File: src/rtl/a2g_tx_pkg.sv
`default_nettype none
// ============================================================================
//  Module      : a2g_tx_pkg
//  Description : Shared types and constants for the a2g photon-packet TX
//                path: framing FSM states, status-word bit positions and
//                header field widths.
//  Revision    : 1.0 - initial release
// ============================================================================
package a2g_tx_pkg;

    // Framing FSM states
    typedef enum logic [1:0] {
        IDLE    = 2'd0,
        HEADER  = 2'd1,
        PAYLOAD = 2'd2,
        GAP     = 2'd3
    } tx_state_e;

    // Status word layout
    localparam int STAT_AFULL    = 31;
    localparam int STAT_STICKY   = 30;
    localparam int STAT_FCNT_LSB = 16;
    localparam int STAT_FCNT_W   = 14;
    localparam int STAT_STALL_W  = 16;

    // Header word layout, MSB to LSB: frame count, pad, word count, timestamp
    localparam int HDR_FCNT_W   = 16;
    localparam int HDR_PAD_W    = 6;
    localparam int HDR_NWORDS_W = 10;
    localparam int HDR_TS_W     = 32;

    function automatic logic [HDR_FCNT_W+HDR_PAD_W+HDR_NWORDS_W+HDR_TS_W-1:0] hdr_pack(
        input logic [HDR_FCNT_W-1:0]   fcnt,
        input logic [HDR_NWORDS_W-1:0] nwords,
        input logic [HDR_TS_W-1:0]     ts
    );
        return {fcnt, {HDR_PAD_W{1'b0}}, nwords, ts};
    endfunction

endpackage
`default_nettype wire

File: src/rtl/a2g_tx_status.sv
`default_nettype none
// ============================================================================
//  Module      : a2g_tx_status
//  Description : TX status word for the software-readable tx_full register:
//                registered afull, sticky stall flag, frame count and a
//                saturating stall-cycle counter. A clear pulse beats a
//                same-cycle set/increment.
//  Revision    : 1.0 - initial release
// ============================================================================
module a2g_tx_status
    import a2g_tx_pkg::*;
(
    input  logic                   user_clk,
    input  logic                   user_rst,
    input  logic                   tx_afull,
    input  logic                   ctrl_clr_status,
    input  logic                   stall,
    input  logic [STAT_FCNT_W-1:0] frame_cnt,
    output logic [31:0]            status_word
);
    localparam logic [STAT_STALL_W-1:0] c_stall_max = {STAT_STALL_W{1'b1}};
    localparam logic [STAT_STALL_W-1:0] c_stall_one = STAT_STALL_W'(1);

    logic                    afull_q,     afull_d;
    logic                    sticky_q,    sticky_d;
    logic [STAT_FCNT_W-1:0]  fcnt_q,      fcnt_d;
    logic [STAT_STALL_W-1:0] stall_cnt_q, stall_cnt_d;

    // Next-state for status fields; clear has priority over set/increment
    always_comb begin
        afull_d     = tx_afull;
        fcnt_d      = frame_cnt;
        sticky_d    = sticky_q | stall;
        stall_cnt_d = stall_cnt_q;
        if (stall && (stall_cnt_q != c_stall_max)) begin
            stall_cnt_d = stall_cnt_q + c_stall_one;
        end
        if (ctrl_clr_status) begin
            sticky_d    = 1'b0;
            stall_cnt_d = '0;
        end
    end

    // Status register bank
    always_ff @(posedge user_clk) begin
        if (user_rst) begin
            afull_q     <= 1'b0;
            sticky_q    <= 1'b0;
            fcnt_q      <= '0;
            stall_cnt_q <= '0;
        end else begin
            afull_q     <= afull_d;
            sticky_q    <= sticky_d;
            fcnt_q      <= fcnt_d;
            stall_cnt_q <= stall_cnt_d;
        end
    end

    // Pack registered fields into the status word
    always_comb begin
        status_word                                    = '0;
        status_word[STAT_AFULL]                        = afull_q;
        status_word[STAT_STICKY]                       = sticky_q;
        status_word[STAT_FCNT_LSB +: STAT_FCNT_W]      = fcnt_q;
        status_word[0 +: STAT_STALL_W]                 = stall_cnt_q;
    end

endmodule
`default_nettype wire

File: src/rtl/a2g_tx_ctrl.sv
`default_nettype none
// ============================================================================
//  Module      : a2g_tx_ctrl
//  Description : Drains an FWFT event FIFO into the 10GbE TX interface as
//                framed packets. A frame starts on a full packet or on a
//                flush timeout, honours TX almost-full, and is followed by an
//                inter-frame gap. Outputs are combinational from state so
//                fifo_rd tracks tx_valid exactly during payload.
//                Build option A2G_TX_HDR_EN: when defined, each frame begins
//                with a header word {frame_cnt, pad, nwords, timestamp};
//                otherwise frames carry payload only and timestamp is unused.
//  Revision    : 1.0 - initial release
// ============================================================================
module a2g_tx_ctrl
    import a2g_tx_pkg::*;
#(
    parameter int DATA_W      = 64,
    parameter int CNT_W       = 10,
    parameter int PKT_WORDS   = 100,
    parameter int TIMEOUT_CYC = 1024,
    parameter int IFG_CYC     = 4
) (
    input  logic              user_clk,
    input  logic              user_rst,
    input  logic              ctrl_en,
    input  logic              ctrl_clr_status,
    input  logic [31:0]       timestamp,
    input  logic [DATA_W-1:0] fifo_data,
    input  logic              fifo_empty,
    input  logic [CNT_W-1:0]  fifo_count,
    output logic              fifo_rd,
    input  logic              tx_afull,
    output logic [DATA_W-1:0] tx_data,
    output logic              tx_valid,
    output logic              tx_end_of_frame,
    output logic [31:0]       status_word
);
    localparam int TMO_W = (TIMEOUT_CYC > 1) ? $clog2(TIMEOUT_CYC) : 1;
    localparam int GAP_W = (IFG_CYC > 1) ? $clog2(IFG_CYC) : 1;

    localparam logic [CNT_W-1:0] c_pkt_lim = CNT_W'(PKT_WORDS);
    localparam logic [CNT_W-1:0] c_cnt_one = CNT_W'(1);
    localparam logic [TMO_W-1:0] c_tmo_max = TMO_W'(TIMEOUT_CYC - 1);
    localparam logic [TMO_W-1:0] c_tmo_one = TMO_W'(1);
    localparam logic [GAP_W-1:0] c_gap_max = GAP_W'(IFG_CYC - 1);
    localparam logic [GAP_W-1:0] c_gap_one = GAP_W'(1);

    tx_state_e        state_q,     state_d;
    logic [CNT_W-1:0] left_q,      left_d;
    logic [15:0]      frame_cnt_q, frame_cnt_d;
    logic [TMO_W-1:0] tmo_cnt_q,   tmo_cnt_d;
    logic [GAP_W-1:0] gap_cnt_q,   gap_cnt_d;

    logic             w_start;
    logic             w_stall;
    logic [CNT_W-1:0] w_nwords;

`ifdef A2G_TX_HDR_EN
    logic [CNT_W-1:0] nwords_q, nwords_d;
    logic [31:0]      ts_q,     ts_d;
`else
    logic             w_unused_hdr;
    assign w_unused_hdr = ^{timestamp, frame_cnt_q[15:14]};
`endif

    // Frame trigger: full packet, or a partial packet aged to the timeout
    assign w_start  = ctrl_en && !tx_afull &&
                      ((fifo_count >= c_pkt_lim) || (!fifo_empty && (tmo_cnt_q == c_tmo_max)));
    assign w_nwords = (fifo_count >= c_pkt_lim) ? c_pkt_lim : fifo_count;

    // Framing FSM next-state and combinational TX/FIFO strobes
    always_comb begin
        state_d         = state_q;
        left_d          = left_q;
        frame_cnt_d     = frame_cnt_q;
        tmo_cnt_d       = tmo_cnt_q;
        gap_cnt_d       = gap_cnt_q;
`ifdef A2G_TX_HDR_EN
        nwords_d        = nwords_q;
        ts_d            = ts_q;
`endif
        tx_data         = '0;
        tx_valid        = 1'b0;
        tx_end_of_frame = 1'b0;
        fifo_rd         = 1'b0;
        w_stall         = 1'b0;

        case (state_q)
            IDLE: begin
                if (fifo_empty) begin
                    tmo_cnt_d = '0;
                end else if ((fifo_count < c_pkt_lim) && (tmo_cnt_q != c_tmo_max)) begin
                    tmo_cnt_d = tmo_cnt_q + c_tmo_one;
                end
                if (w_start) begin
                    tmo_cnt_d = '0;
                    left_d    = w_nwords;
`ifdef A2G_TX_HDR_EN
                    nwords_d  = w_nwords;
                    ts_d      = timestamp;
                    state_d   = HEADER;
`else
                    state_d   = PAYLOAD;
`endif
                end
            end
`ifdef A2G_TX_HDR_EN
            HEADER: begin
                tx_data = DATA_W'(hdr_pack(frame_cnt_q, HDR_NWORDS_W'(nwords_q), ts_q));
                if (tx_afull) begin
                    w_stall = 1'b1;
                end else begin
                    tx_valid = 1'b1;
                    state_d  = PAYLOAD;
                end
            end
`endif
            PAYLOAD: begin
                tx_data = fifo_data;
                // An empty FIFO here is an underflow; treat it as a stall
                if (tx_afull || fifo_empty) begin
                    w_stall = 1'b1;
                end else begin
                    tx_valid = 1'b1;
                    fifo_rd  = 1'b1;
                    left_d   = left_q - c_cnt_one;
                    if (left_q == c_cnt_one) begin
                        tx_end_of_frame = 1'b1;
                        frame_cnt_d     = frame_cnt_q + 16'd1;
                        gap_cnt_d       = '0;
                        state_d         = GAP;
                    end
                end
            end
            GAP: begin
                if (gap_cnt_q == c_gap_max) begin
                    state_d = IDLE;
                end else begin
                    gap_cnt_d = gap_cnt_q + c_gap_one;
                end
            end
            default: begin
                state_d = IDLE;
            end
        endcase
    end

    // FSM and counter registers
    always_ff @(posedge user_clk) begin
        if (user_rst) begin
            state_q     <= IDLE;
            left_q      <= '0;
            frame_cnt_q <= '0;
            tmo_cnt_q   <= '0;
            gap_cnt_q   <= '0;
`ifdef A2G_TX_HDR_EN
            nwords_q    <= '0;
            ts_q        <= '0;
`endif
        end else begin
            state_q     <= state_d;
            left_q      <= left_d;
            frame_cnt_q <= frame_cnt_d;
            tmo_cnt_q   <= tmo_cnt_d;
            gap_cnt_q   <= gap_cnt_d;
`ifdef A2G_TX_HDR_EN
            nwords_q    <= nwords_d;
            ts_q        <= ts_d;
`endif
        end
    end

    a2g_tx_status u_status (
        .user_clk        (user_clk),
        .user_rst        (user_rst),
        .tx_afull        (tx_afull),
        .ctrl_clr_status (ctrl_clr_status),
        .stall           (w_stall),
        .frame_cnt       (frame_cnt_q[STAT_FCNT_W-1:0]),
        .status_word     (status_word)
    );

endmodule
`default_nettype wire

File: config.mk
export PLATFORM = sky130hd
export DESIGN_NAME = a2g_tx_ctrl
export DESIGN_NICKNAME = d
export VERILOG_FILES = /design/src/rtl/a2g_tx_pkg.sv /design/src/rtl/a2g_tx_status.sv /design/src/rtl/a2g_tx_ctrl.sv
export SDC_FILE = /design/constraint.sdc
export NUM_CORES = 1
export LEC_CHECK = 0
export BUFFER_PORTS_ARGS = -buffer_cell sky130_fd_sc_hd__buf_2
export CAP_MARGIN = 5
export CORE_UTILIZATION = 40
export CTS_BUF_LIST = sky130_fd_sc_hd__clkbuf_8
export DETAILED_ROUTE_END_ITERATION = 10
export PLACE_DENSITY = 0.75
export SETUP_SLACK_MARGIN = 0.3
export SLEW_MARGIN = 40
export SYNTH_ARGS = -nofsm -noshare
export SYNTH_HDL_FRONTEND = slang
export SYNTH_SLANG_ARGS = --single-unit
File: constraint.sdc
create_clock -name user_clk -period 5.44 [get_ports user_clk]
set_input_delay 0.272 -clock user_clk [delete_from_list [all_inputs] [get_ports user_clk]]
set_output_delay 0.272 -clock user_clk [all_outputs]
set_load 0.01 [all_outputs]
# --- Word level (Yosys, flattened, before mapping) ---
# Cells that the tools add are included.
op_classes:
  add_sub_neg: 5
  mul: 0
  n_div: 0
  order_cmp: 2
  eq_ne: 12
  shift: 0
  muxes: 24
  bitwise: 2
  reduce_logical: 19
op_table:
  columns: ["operator", "count"]
  rows:
  - ["two-way mux 64 bit", 1]
  - ["two-way mux 10 bit", 6]
  - ["adder 16 x 1 -> 16 bit, second input constant", 2]
  - ["case mux 10 bit (2 select lines)", 1]
  - ["inequality test 16 bit, second input constant", 1]
  - ["two-way mux 2 bit", 7]
  - ["adder 10 x 1 -> 10 bit, second input constant", 1]
  - ["== test 10 x 1 -> 1 bit, second input constant", 1]
  - ["== test 10 bit, second input constant", 1]
  - [">= comparator 10 x 7 -> 1 bit, second input constant", 1]
  - ["< comparator 10 x 7 -> 1 bit, second input constant", 1]
  - ["inequality test 10 bit, second input constant", 1]
  - ["inequality test 2 bit, second input constant", 5]
  - ["subtractor 10 x 1 -> 10 bit, second input constant", 1]
  - ["AND reduction 4 bit", 2]
  - ["two-way mux 1 bit", 7]
  - ["== test 2 bit, second input constant", 3]
  - ["case mux 2 bit (3 select lines)", 1]
  - ["AND reduction 3 bit", 2]
  - ["logical AND 1 bit", 5]
  - ["case mux 2 bit (2 select lines)", 1]
  - ["nonzero test 2 bit", 2]
  - ["nonzero test 3 bit", 1]
  - ["adder 2 x 1 -> 2 bit, second input constant", 1]
  - ["7 further kinds", 9]
word_totals:
  reg_bits: 72
  latch_bits: 0
  ramBits: 0
  rom_bits: 0
  input_bits: 112
  out_inout_bits: 99
  wordCells: 73
  mem_count: 0

# --- Longest topological paths before layout ---
# Gate-level depths: netlist of the first run.
logic_depth:
  depth_word: 6
  ltp_mapped: 8
  mapped_depth_nobuf: 7

# --- Cells and area by module ---
# Synthesis of the first run repeated with hierarchy kept, for this count alone.
hier_totals:
  cells_unflattened: 468
  hier_area_um2: 3804.9
by_module_without_submodules:
  columns: ["module", "n_inst", "cells_per_inst", "area_per_inst_um2", "seq_area_each_um2"]
  rows:
  - ["a2g_tx_ctrl", 1, 331, 2537.4, 760.7]
  - ["a2g_tx_status", 1, 137, 1267.5, 640.6]

# --- Least setup slack after synthesis of the first run ---
# No wires, ideal clock.
synth_timing:
  path_kind: "reg2reg"
  start: "register tmo_cnt_q[0]"
  end: "register tmo_cnt_q[0]"
  setup_ps: 121
  t_arrival_ps: 1708
  t_required_ps: 5319
  setup_slack_ps: 3612
  path_stages_with_launch: 7
  n_path_buf: 1
  period_less_slack_ps: 1828
  cell_sequence: "dfxtp_1 ha_1 nand3_1 or3_1 and4_1 buf_2 mux2_2"
synth_between:
  elab_chain_len: 6
  elab_cells_between_ends: 12
synth_lines:
  columns: ["element", "line", "source"]
  rows:
  - ["start: declaration", "a2g_tx_ctrl.sv:51", "logic [TMO_W-1:0] tmo_cnt_q, tmo_cnt_d;"]
  - ["start signal: assignment", "a2g_tx_ctrl.sv:164", "tmo_cnt_q <= tmo_cnt_d;"]
  - ["parallel branches: the longest is 6 deep, another holds adder 10 x 1 -> 10 bit", null, null]
# Several ways; the timed one is not identified. The select of a mux whose other input is x is not followed.
# A chain may end at the register's enable or synchronous reset.

# --- Worst setup path in the final report of the first run ---
layout_timing:
  start: "register state_q[1]"
  end: "register frame_cnt_q[12]"
layout_between:
  elab_chain_len: 2
layout_lines:
  columns: ["element", "line", "source"]
  rows:
  - ["start: declaration", "a2g_tx_ctrl.sv:48", "tx_state_e state_q, state_d;"]
  - ["start signal: assignment", "a2g_tx_ctrl.sv:161", "state_q <= state_d;"]
  - ["== test 2 bit", "a2g_tx_ctrl.sv:88", "case (state_q)"]
  - ["AND reduction 3 bit (no line)", null, null]
  - ["end signal: assignment", "a2g_tx_ctrl.sv:163", "frame_cnt_q <= frame_cnt_d;"]
  - ["end: declaration", "a2g_tx_ctrl.sv:50", "logic [15:0] frame_cnt_q, frame_cnt_d;"]
# No other way between the ends.

==> results of run 1 <==
==> worst register-to-register path, stage by stage, from the launching register on <==
cell      delay, ns
dfxtp_1        0.40
nor2b_4        0.16
buf_4          0.45
nand2_2        0.31
clkinv_2       0.22
and4_1         0.49
nand3_4        0.14
or3_1          0.37
a21oi_1        0.15
==> placed cells by master (no fill, tap or decap), types with 3 or more instances in the layout <==
master    count
a21oi_1      25
and4_1        7
or3_1         9
ha_1          6
buf_4         3
and3_1        8
xor2_1        9
inv_1         5
o21ai_1      11
dfxtp_1      70
nand2b_1      9
nor2_1       41
nor2b_1      16
or2_2         3
xnor2_1      13
a211oi_1      3
clkbuf_8      9
nor3_1       20
mux2i_1       4
a31oi_1       5
o21ai_0      10
and2_1       69
nand2_1      24
buf_2       177
nor4_1        6
nand3_1      17
nand4_1      15
==> per-stage QoR <==
stage | cells | hold slack (ns)
after global routing | 764 | 0.208
after CTS | 764 | 0.186
after detailed placement | 748 | 0.470
final | 764 | 0.201
after global placement | 748 | 0.449
after floorplan | 463 | 0.400
==> flip-flops by register name, summed over array words and instances, names as in the netlist, 2 cells and up <==
name and flops:
state_q 2, tmo_cnt_q 10, left_q 10, u_status.fcnt_q 14, u_status.stall_cnt_q 16, gap_cnt_q 2
frame_cnt_q 14
==> layer usage <==
metal	up-vias	track usage (%)
met5	-	0
met4	0	12.4
met3	21	3.94
met2	163	36.8
met1	1814	25.0
li1	1959	-
==> layout make-up <==
type | count | area [um^2] | area share [%]
clock buffer | 9 | 124 | 2.50
clock inverter | 7 | 63.8 | 1.29
inverter | 6 | 23.8 | 0.480
multi-input combinational | 363 | 2270 | 45.8
sequential | 70 | 1400 | 28.3
tap | 129 | 161 | 3.26
timing repair buffer | 180 | 908 | 18.4
==> kinds of logic (layout without fill, tap and decap cells) <==
| kind of cell | count (synthesis) | after routing | synth area share (%) |
|---|---|---|---|
| AO/OA/AOI/OAI | 75 | 75 | 13.1 |
| adder cells (fa/ha/maj) | 6 | 6 | 1.97 |
| AND/OR/NAND/NOR | 255 | 255 | 38.0 |
| flip-flops | 70 | 70 | 36.8 |
| XOR/XNOR | 22 | 22 | 5.06 |
| multiplexers | 5 | 5 | 1.35 |
| buffers and inverters | 30 | 202 | 3.65 |
==> power by group <==
part           leakage, nW  internal (mW)  switching (mW)
clock               0.0903          0.176           0.226
sequential           0.565          0.518         0.00694
combinational         1.59         0.0744          0.0935
total                 2.25          0.768           0.326
==> final timing paths <==
kind,from,endpoint,slack (ns),depth (start not counted)
setup / recovery,state_q[1],frame_cnt_q[12],2.69,8
hold / removal,fifo_count[0],left_q[0],0.20,3
setup reg to reg,state_q[1],frame_cnt_q[12],2.69,8
hold reg to reg,u_status.sticky_q,u_status.sticky_q,0.48,2
==> results.tsv, run 1 <==
stage	metric	value	unit
run_status	status	finished clean	
floorplan	initial_core_util	41.2	%
route	viasPerCell	5.18	
synthesis	yosysUniqueCellTypes	56	
pwr	power_leakage	2.25	nW
synthesis	yosysSeqAreaShare	36.8	%
floorplan	dieArea	9910	um^2
synthesis	synthesis.area	3810	um^2
synthesis	synthTopCellsByArea	dfxtp_1, and2_1, nor2_1	
route	met3_wirelength	677	um
clock_tree	htreeDepth	3	
grt	grt_start_max_net_pins	77	
clock_tree	clkTransAtPathRegs	0.09	ns
route	drt_iter0_drc	122	
synthesis	async_reset_ff_share	0	%
sta	setup_viol	0	
sta	rsz0062_at_grt	false	
route	first_pass_iters	4	
clock_tree	clkSinkCount	70	
final_layout	n_antenna_cell	0	
grt	overflow	0	
route	drt_wl_total	10800	um
synthesis	yosys.area.top_type	dfxtp_1	
placed_design	hpwl	8400	um
worst_setup_path	arrival	3.03	ns
synthesis	synth_warnings	0	
sta	layout_setup_ws	2.69	ns
worst_setup_path	critPathKind	register to register	
clock_tree	cts_root_buf	clkbuf_8	
route	wl_met2	5280	um
route	routedWlPerCell	14.1	um
clock_tree	cts_tree	yes	
placed_design	portBuffers	178	
clock_tree	ctsResizeCount	0	
job	maxCapViolations	0	
route	met1_length	4410	um
worst_setup_path	cp_max_fo	76	
synthesis	synth-edff-count	0	
grt	antenna_found_initial	0	
synthesis	syn_area_per_cell	8.22	um^2
route	highest_layer	met4	
final_layout	stdcell_area	4950	um^2
synthesis	synth_common_cells	dfxtp_1, and2_1, nor2_1, a21oi_1, nand2_1	
sta	finalClockSkew	0.0104	ns
route	vias	3957	
final_layout	fillers	912	
final_layout	layout-drive-gt1-share	33.2	%
route	ant_nets	0	
worst_setup_path	path_delay_family	simple AND/OR/NAND/NOR gates	
sta	setup_tns	0	ns
synthesis	synth_nets	581	
synthesis	yosysMostFrequentCell	dfxtp_1	
sta	max_slew.worst_pin.slew	0.688	ns
route	drc_errors	0	
worst_setup_path	path_cells	nor2b_4 -> buf_4 -> nand2_2 -> clkinv_2 -> and4_1 -> nand3_4 -> or3_1 -> a21oi_1	
sta	finalMaxSlewViolations	0	
worst_setup_path	cp-start-kind	register	
clock_tree	clk_latency	0.34	ns
clock_tree	post_cts_buffers	0	
floorplan	boundaryPins	211	
worst_setup_path	slowest_stage	and4_1	
pwr	powerDensity	221	nW/um^2
worst_hold_path	hold_path.class	input pin to register	
synthesis	synth-main-ff-cell	dfxtp_1	
placed_design	place_ws	2.68	ns
placed_design	post_dp_cell_area	4760	um^2
sta	slew-limit-headroom	53.7	%
worst_setup_path	worstPathRequired	5.71	ns
synthesis	syn_inst	463	
final_layout	nets	748	
placed_design	finalWeightedCongestion	0.919	
sta	finalCritPeriodShare	50.6	%
floorplan	die_h	99.5	um
synthesis	yosysTopAreaCellShare	36.8	%
final_layout	utilization	53.6	%
worst_setup_path	slowest_delay	0.49	ns
grt	grt_pass1_vias	3560	
sta	hold_viol	0	
floorplan	std_cell_rows	35	
floorplan	fp.dieW	99.5	um
pwr	finalPower	1.09	mW
clock_tree	clockBufferDepth	2	
clock_tree	ctsHoldBuffers	0	
final_layout	syn_to_final_growth	30.0	%
grt	grt_pass1_wl	16900	um
sta	period_needed	2.75	ns
floorplan	core_area	9240	um^2
grt	grt_usage	21.4	%
worst_setup_path	path_buf_inv	2	
synthesis	ys_ff_latch	70	
sta	fmax	0.363	GHz
clock_tree	numCtsBuffers	9	
worst_setup_path	end_kind	register	
pwr	peakVddDrop	0.000104	V
(Power assumes the default switching activity.)
==> run 2, diff against run 1 <==
- clock period: 5.44 -> 2.54 ns (I/O delays scaled with it)
==> run 2 against run 1 <==
Largest cell class unchanged; worst setup slack got worse by 2.2 ns; clock power rose by 150%; sequential power up 120%; global-route usage barely moved; power rose by 130%; clock skew fell by 0.0034 ns; sequential share of layout area fell by 0.28 points; routed wire length is 0.36% higher.
==> results.tsv, run 2 (synthesis gave the netlist of run 1 again) <==
stage	metric	value	unit
pwr	p_sw	0.631	mW
floorplan	fp.dieW	99.5	um
floorplan	dieArea	9910	um^2
route	viasPerCell	5.14	
sta	finalCritPeriodShare	81.8	%
route	drt_iter0_drc	128	
worst_setup_path	r2r-start	tmo_cnt_q[0]	
run_status	status	finished clean	
worst_setup_path	worstSetupStartpoint	tmo_cnt_q[0]	
clock_tree	clockBufferDepth	2	
final_layout	top_register	u_status.stall_cnt_q	
final_layout	final_common_cell	buf_2	
sta	slew-limit-headroom	49.9	%
final_layout	n_antenna_cell	0	
route	met1_length	4370	um
final_layout	layout-drive-gt1-share	33.5	%
sta	fmax	0.481	GHz
worst_hold_path	hold_path.class	input pin to register	
worst_setup_path	slowest_stage	a2111o_1	
route	drc_errors	0	
final_layout	reg.largest.list	u_status.stall_cnt_q x16, frame_cnt_q x14, u_status.fcnt_q x14	
grt	grt_pass1_wl	16800	um
grt	grt_usage	21.4	%
sta	max_slew.worst_pin.slew	0.744	ns
final_layout	largest_reg_flops	16	
floorplan	die_h	99.5	um
worst_setup_path	worstPathRequired	2.78	ns
clock_tree	ctsHoldBuffers	0	
pwr	seqPwrFrac	45.4	%
worst_setup_path	arrival	2.32	ns
pwr	p_clk_share	39.9	%
grt	grt_start_max_net_pins	76	
sta	setup_viol	0	
pwr	power.share.switching	25.5	%
floorplan	core_area	9240	um^2
clock_tree	clk_latency	0.33	ns
placed_design	finalWeightedCongestion	0.902	
floorplan	initial_core_util	41.2	%
clock_tree	cts_root_buf	clkbuf_8	
sta	rsz0062_at_grt	false	
pwr	peakVddDrop	0.000216	V
sta	period_needed	2.08	ns
sta	finalClockSkew	0.00700	ns
final_layout	syn_to_final_growth	31.3	%
clock_tree	numCtsBuffers	9	
worst_setup_path	end_kind	register	
clock_tree	cts_tree	yes	
route	vias	3930	
worst_setup_path	slowest_delay	0.48	ns
worst_setup_path	critPathKind	register to register	
sta	holdWs	0.0602	ns
grt	antenna_found_initial	0	
placed_design	portBuffers	178	
grt	overflow	0	
worst_hold_path	hp-start	fifo_count[0]	
pwr	powerDensity	496	nW/um^2
floorplan	std_cell_rows	35	
route	drt_wl_total	10800	um
placed_design	hpwl	8450	um
route	routedWlPerCell	14.2	um
route	met3_wirelength	713	um
route	wl_met2	5470	um
pwr	pwr-share-comb	14.7	%
grt	grt_pass1_vias	3540	
final_layout	nets	749	
route	ant_nets	0	
final_layout	final_cell_mix	buf_2, dfxtp_1, and2_1	
clock_tree	htreeDepth	3	
route	first_pass_iters	4	
floorplan	boundaryPins	211	
clock_tree	clkTransAtPathRegs	0.07	ns
sta	hold_viol	0	
sta	finalMaxSlewViolations	0	
job	maxCapViolations	0	
route	highest_layer	met4	
worst_setup_path	path_cells	ha_1 -> nand3_1 -> nor4_2 -> o211ai_2 -> a2111o_1 -> o31ai_1	
pwr	power.internal	1.85	mW
worst_setup_path	cp_max_fo	10	
worst_setup_path	cp-start-kind	register	
clock_tree	clkSinkCount	70	
pwr	power_leakage	2.27	nW
sta	setup_tns	0	ns
==> run 2: layout make-up <==
cell class / instances / area [um^2]
Clock buffer: 10 / 138
Clock inverter: 5 / 83.8
Fill cell: 906 / 4240
Inverter: 6 / 23.8
Multi-Input combinational cell: 363 / 2270
Sequential cell: 70 / 1400
Tap cell: 129 / 161
Timing Repair Buffer: 181 / 917
==> run 2: worst paths after layout <==
path                            cells after the start           end  slack, ns
worst max-delay path                                6     left_q[6]       0.46
worst min-delay path                                3     left_q[0]       0.06
worst max register to register                      6     left_q[6]       0.46
worst min register to register                      1  tmo_cnt_q[9]       0.47
==> run 2: stage by stage <==
step | power (mW) | utilization [%] | instance area, um^2 | cells | setup slack (ns)
after CTS | 2.50 | 54.0 | 4990 | 764 | 0.339
after detailed placement | 1.51 | 51.6 | 4770 | 749 | 0.360
after floorplan | 1.36 | - | 3810 | 463 | 0.712
after global placement | 1.50 | 51.6 | 4770 | 749 | 0.426
after global routing | 2.60 | 54.1 | 5000 | 764 | 0.303
final | 2.48 | 54.1 | 5000 | 764 | 0.461
==> run 2: power groups by stage <==
stage	registers [mW]	logic [mW]	clock network, mW
2_1_floorplan	1.15	0.210	0
3_3_place_gp	1.15	0.355	0
3_5_place_dp	1.15	0.361	0
4_1_cts	1.12	0.363	1.01
5_1_grt	1.13	0.397	1.08
6_report	1.13	0.364	0.990
==> run 2: what timing repair did <==
| action | in CTS | in global routing |
|---|---|---|
| resized for setup | 0 | 3 |
| endpoints found under the setup margin | 0 | 8 |
| buffers inserted | 0 | 0 |
==> run 2: layer usage <==
metal,up-vias,global-route usage [%]
li1,1965,-
met1,1784,24.6
met2,165,37.9
met3,16,5.20
met4,0,9.05
met5,-,0
==> run 2: critical path: cells and delay by family, from the launching register on <==
kind	cells	cell delay, ns
AOI/OAI and AO/OA	3	0.82
adders and majority gates	1	0.22
DFF	1	0.36
and+or+nand+nor	2	0.60
==> run 3, diff against run 2 <==
- PLACE_DENSITY: 0.75 -> 0.78
- clock period: 2.54 -> 1.7 ns (I/O delays scaled with it)
==> run 3 against run 2 <==
The run now ends with setup timing left; fmax decreased by 5.9%; final area increased by 45%; sequential share of layout area down 8.1 points; clock power grew 34%; clock-buffer cell count down 1; global-route usage up 8.9 points; flip-flop and latch count unchanged; die area did not move; critical endpoint is now left_q[2]; highest routed layer unchanged.
==> results.tsv, run 3 (synthesis gave the netlist of run 1 again) <==
stage	metric	value	unit
sta	setup_tns	-3.84	ns
floorplan	boundaryPins	211	
placed_design	hpwl	9100	um
sta	period_needed	2.21	ns
sta	max_slew.worst_pin.slew	0.699	ns
worst_setup_path	slowest_delay	0.42	ns
grt	grt_start_max_net_pins	47	
clock_tree	cts_root_buf	clkbuf_8	
pwr	p_clk_share	31.8	%
sta	slew-limit-headroom	53.4	%
pwr	peakVddDrop	0.000372	V
floorplan	core_area	9240	um^2
worst_setup_path	arrival	2.42	ns
pwr	power.internal	2.83	mW
floorplan	initial_core_util	41.2	%
route	vias	5168	
worst_setup_path	path_common_cell	buf_6	
placed_design	portBuffers	178	
placed_design	finalWeightedCongestion	0.877	
sta	rsz0062_at_grt	true	
clock_tree	clockBufferDepth	2	
sta	finalMaxSlewViolations	0	
final_layout	syn_to_final_growth	90.2	%
run_status	failed_checks	setup timing	
route	drt_wl_total	19500	um
route	ant_nets	0	
floorplan	std_cell_rows	35	
final_layout	top_register	u_status.stall_cnt_q	
worst_setup_path	cp_max_fo	4	
pwr	power.share.switching	32.5	%
sta	setup_viol	58	
final_layout	largest_reg_flops	16	
grt	grt_usage	30.3	%
placed_design	place_ws	-0.0199	ns
final_layout	final_cell_mix	buf_2, buf_6, and2_4	
pwr	p_sw	1.36	mW
final_layout	stdcell_area	7240	um^2
route	viasPerCell	5.96	
route	drc_errors	0	
floorplan	die_h	99.5	um
worst_setup_path	path_cells	ha_4 -> nand3_4 -> buf_6 -> nor4_4 -> buf_4 -> o211a_4 -> buf_6 -> o21ai_2 -> a21oi_1	
run_status	status	complete, but fails checks	
sta	hold_viol	0	
final_layout	reg.largest.list	u_status.stall_cnt_q x16, frame_cnt_q x14, u_status.fcnt_q x14	
worst_hold_path	hold_path.class	input pin to register	
worst_setup_path	cp-start-kind	register	
worst_setup_path	critPathKind	register to register	
clock_tree	numCtsBuffers	9	
sta	fmax	0.453	GHz
grt	grt_pass1_vias	4583	
sta	finalCritPeriodShare	130	%
clock_tree	ctsHoldBuffers	0	
worst_setup_path	worstPathRequired	1.91	ns
pwr	power_leakage	3.16	nW
pwr	finalPower	4.19	mW
pwr	seqPwrFrac	40.0	%
job	maxCapViolations	0	
floorplan	fp.dieW	99.5	um
route	first_pass_iters	8	
pwr	powerDensity	578	nW/um^2
route	drt_iter0_drc	308	
worst_setup_path	end_kind	register	
grt	overflow	0	
final_layout	layout-drive-gt1-share	61.6	%
placed_design	post_dp_cell_area	5230	um^2
grt	grt_pass1_wl	23300	um
clock_tree	cts_tree	yes	
final_layout	nets	847	
clock_tree	clk_latency	0.36	ns
route	routedWlPerCell	22.5	um
clock_tree	clkTransAtPathRegs	0.10	ns
worst_setup_path	slowest_stage	a21oi_1	
sta	finalClockSkew	0.0176	ns
grt	antenna_found_initial	4	
pwr	pwr-share-comb	28.2	%
floorplan	dieArea	9910	um^2
final_layout	final_common_cell	buf_2	
clock_tree	htreeDepth	3	
sta	layout_setup_ws	-0.509	ns
clock_tree	clkSinkCount	70	
-- run 3: cell count changes in the layout (fill, tap and decap cells not counted), moves of 7 or more --
| cell | previous run | this run |
|---|---|---|
| a21oi_1 | 25 | 17 |
| dfxtp_4 | 0 | 7 |
| buf_6 | 1 | 83 |
| nor3_1 | 20 | 11 |
| nor4_4 | 0 | 7 |
| dfxtp_1 | 70 | 48 |
| clkbuf_16 | 0 | 8 |
| and2_4 | 0 | 62 |
| and2_1 | 69 | 7 |
| dfxtp_2 | 0 | 15 |
| nor3_4 | 0 | 8 |
| buf_4 | 2 | 59 |
| buf_2 | 178 | 114 |
-- run 3: through the flow --
| step | hold WS [ns] | cells | utilization (%) |
|---|---|---|---|
| 3_5_place_dp | 0.366 | 787 | 56.6 |
| 5_1_grt | 0.0277 | 867 | 78.3 |
| 3_3_place_gp | 0.374 | 787 | 56.6 |
| 6_report | 0.0203 | 867 | 78.3 |
| 4_1_cts | 0.00521 | 829 | 70.5 |
| 2_1_floorplan | 0.213 | 463 | - |
-- run 3: path summary, 6_finish.rpt --
kind                                 startpoint                  end  slack, ns  cells past startpoint
worst max-delay path               tmo_cnt_q[0]            left_q[2]      -0.51                      9
worst min-delay path              fifo_count[0]            left_q[0]       0.02                      3
worst max register to register     tmo_cnt_q[0]            left_q[2]      -0.51                      9
worst min register to register  frame_cnt_q[13]  u_status.fcnt_q[13]       0.48                      1
-- run 3: timing repair --
action / CTS / global route
cloned: 6 / 11
buffers inserted: 20 / 23
pin swaps: 38 / 70
endpoints found under the setup margin: 118 / 121
gates resized for setup: 197 / 64
-- run 3: layout make-up --
type	instances	area, um^2
clock buffer	9	124
multi-input combinational	363	2940
tap	129	161
inverter	6	27.5
sequential	70	1450
antenna	4	10.0
timing repair buffer	279	2470
clock inverter	7	63.8
fill	514	2000
-- run 3: metal layers --
layer	GRT usage [%]	part of all wire [%]	routed length [um]	vias up
met4	20.1	11	2130	0
met5	0	0	0	-
met2	54.7	47	9200	392
met1	32.3	33	6360	2432
met3	5.48	9.5	1850	180
li1	-	-	-	2164
-- run 3: critical path, delay by kind of cell (launching register included) --
family | cells | cell delay (ns)
adder cells (fa/ha/maj) | 1 | 0.15
AND/OR/NAND/NOR | 2 | 0.36
AO/OA/AOI/OAI | 3 | 0.72
buffers and inverters | 3 | 0.46
flip-flops | 1 | 0.37
-- run 3: power by group through the flow --
stage	Combinational, mW	Clock, mW	Sequential, mW
final	1.18	1.33	1.67
after global routing	1.20	1.41	1.68
after CTS	0.884	1.31	1.67
after detailed placement	0.597	0	1.71
after global placement	0.587	0	1.71
after floorplan	0.321	0	1.71
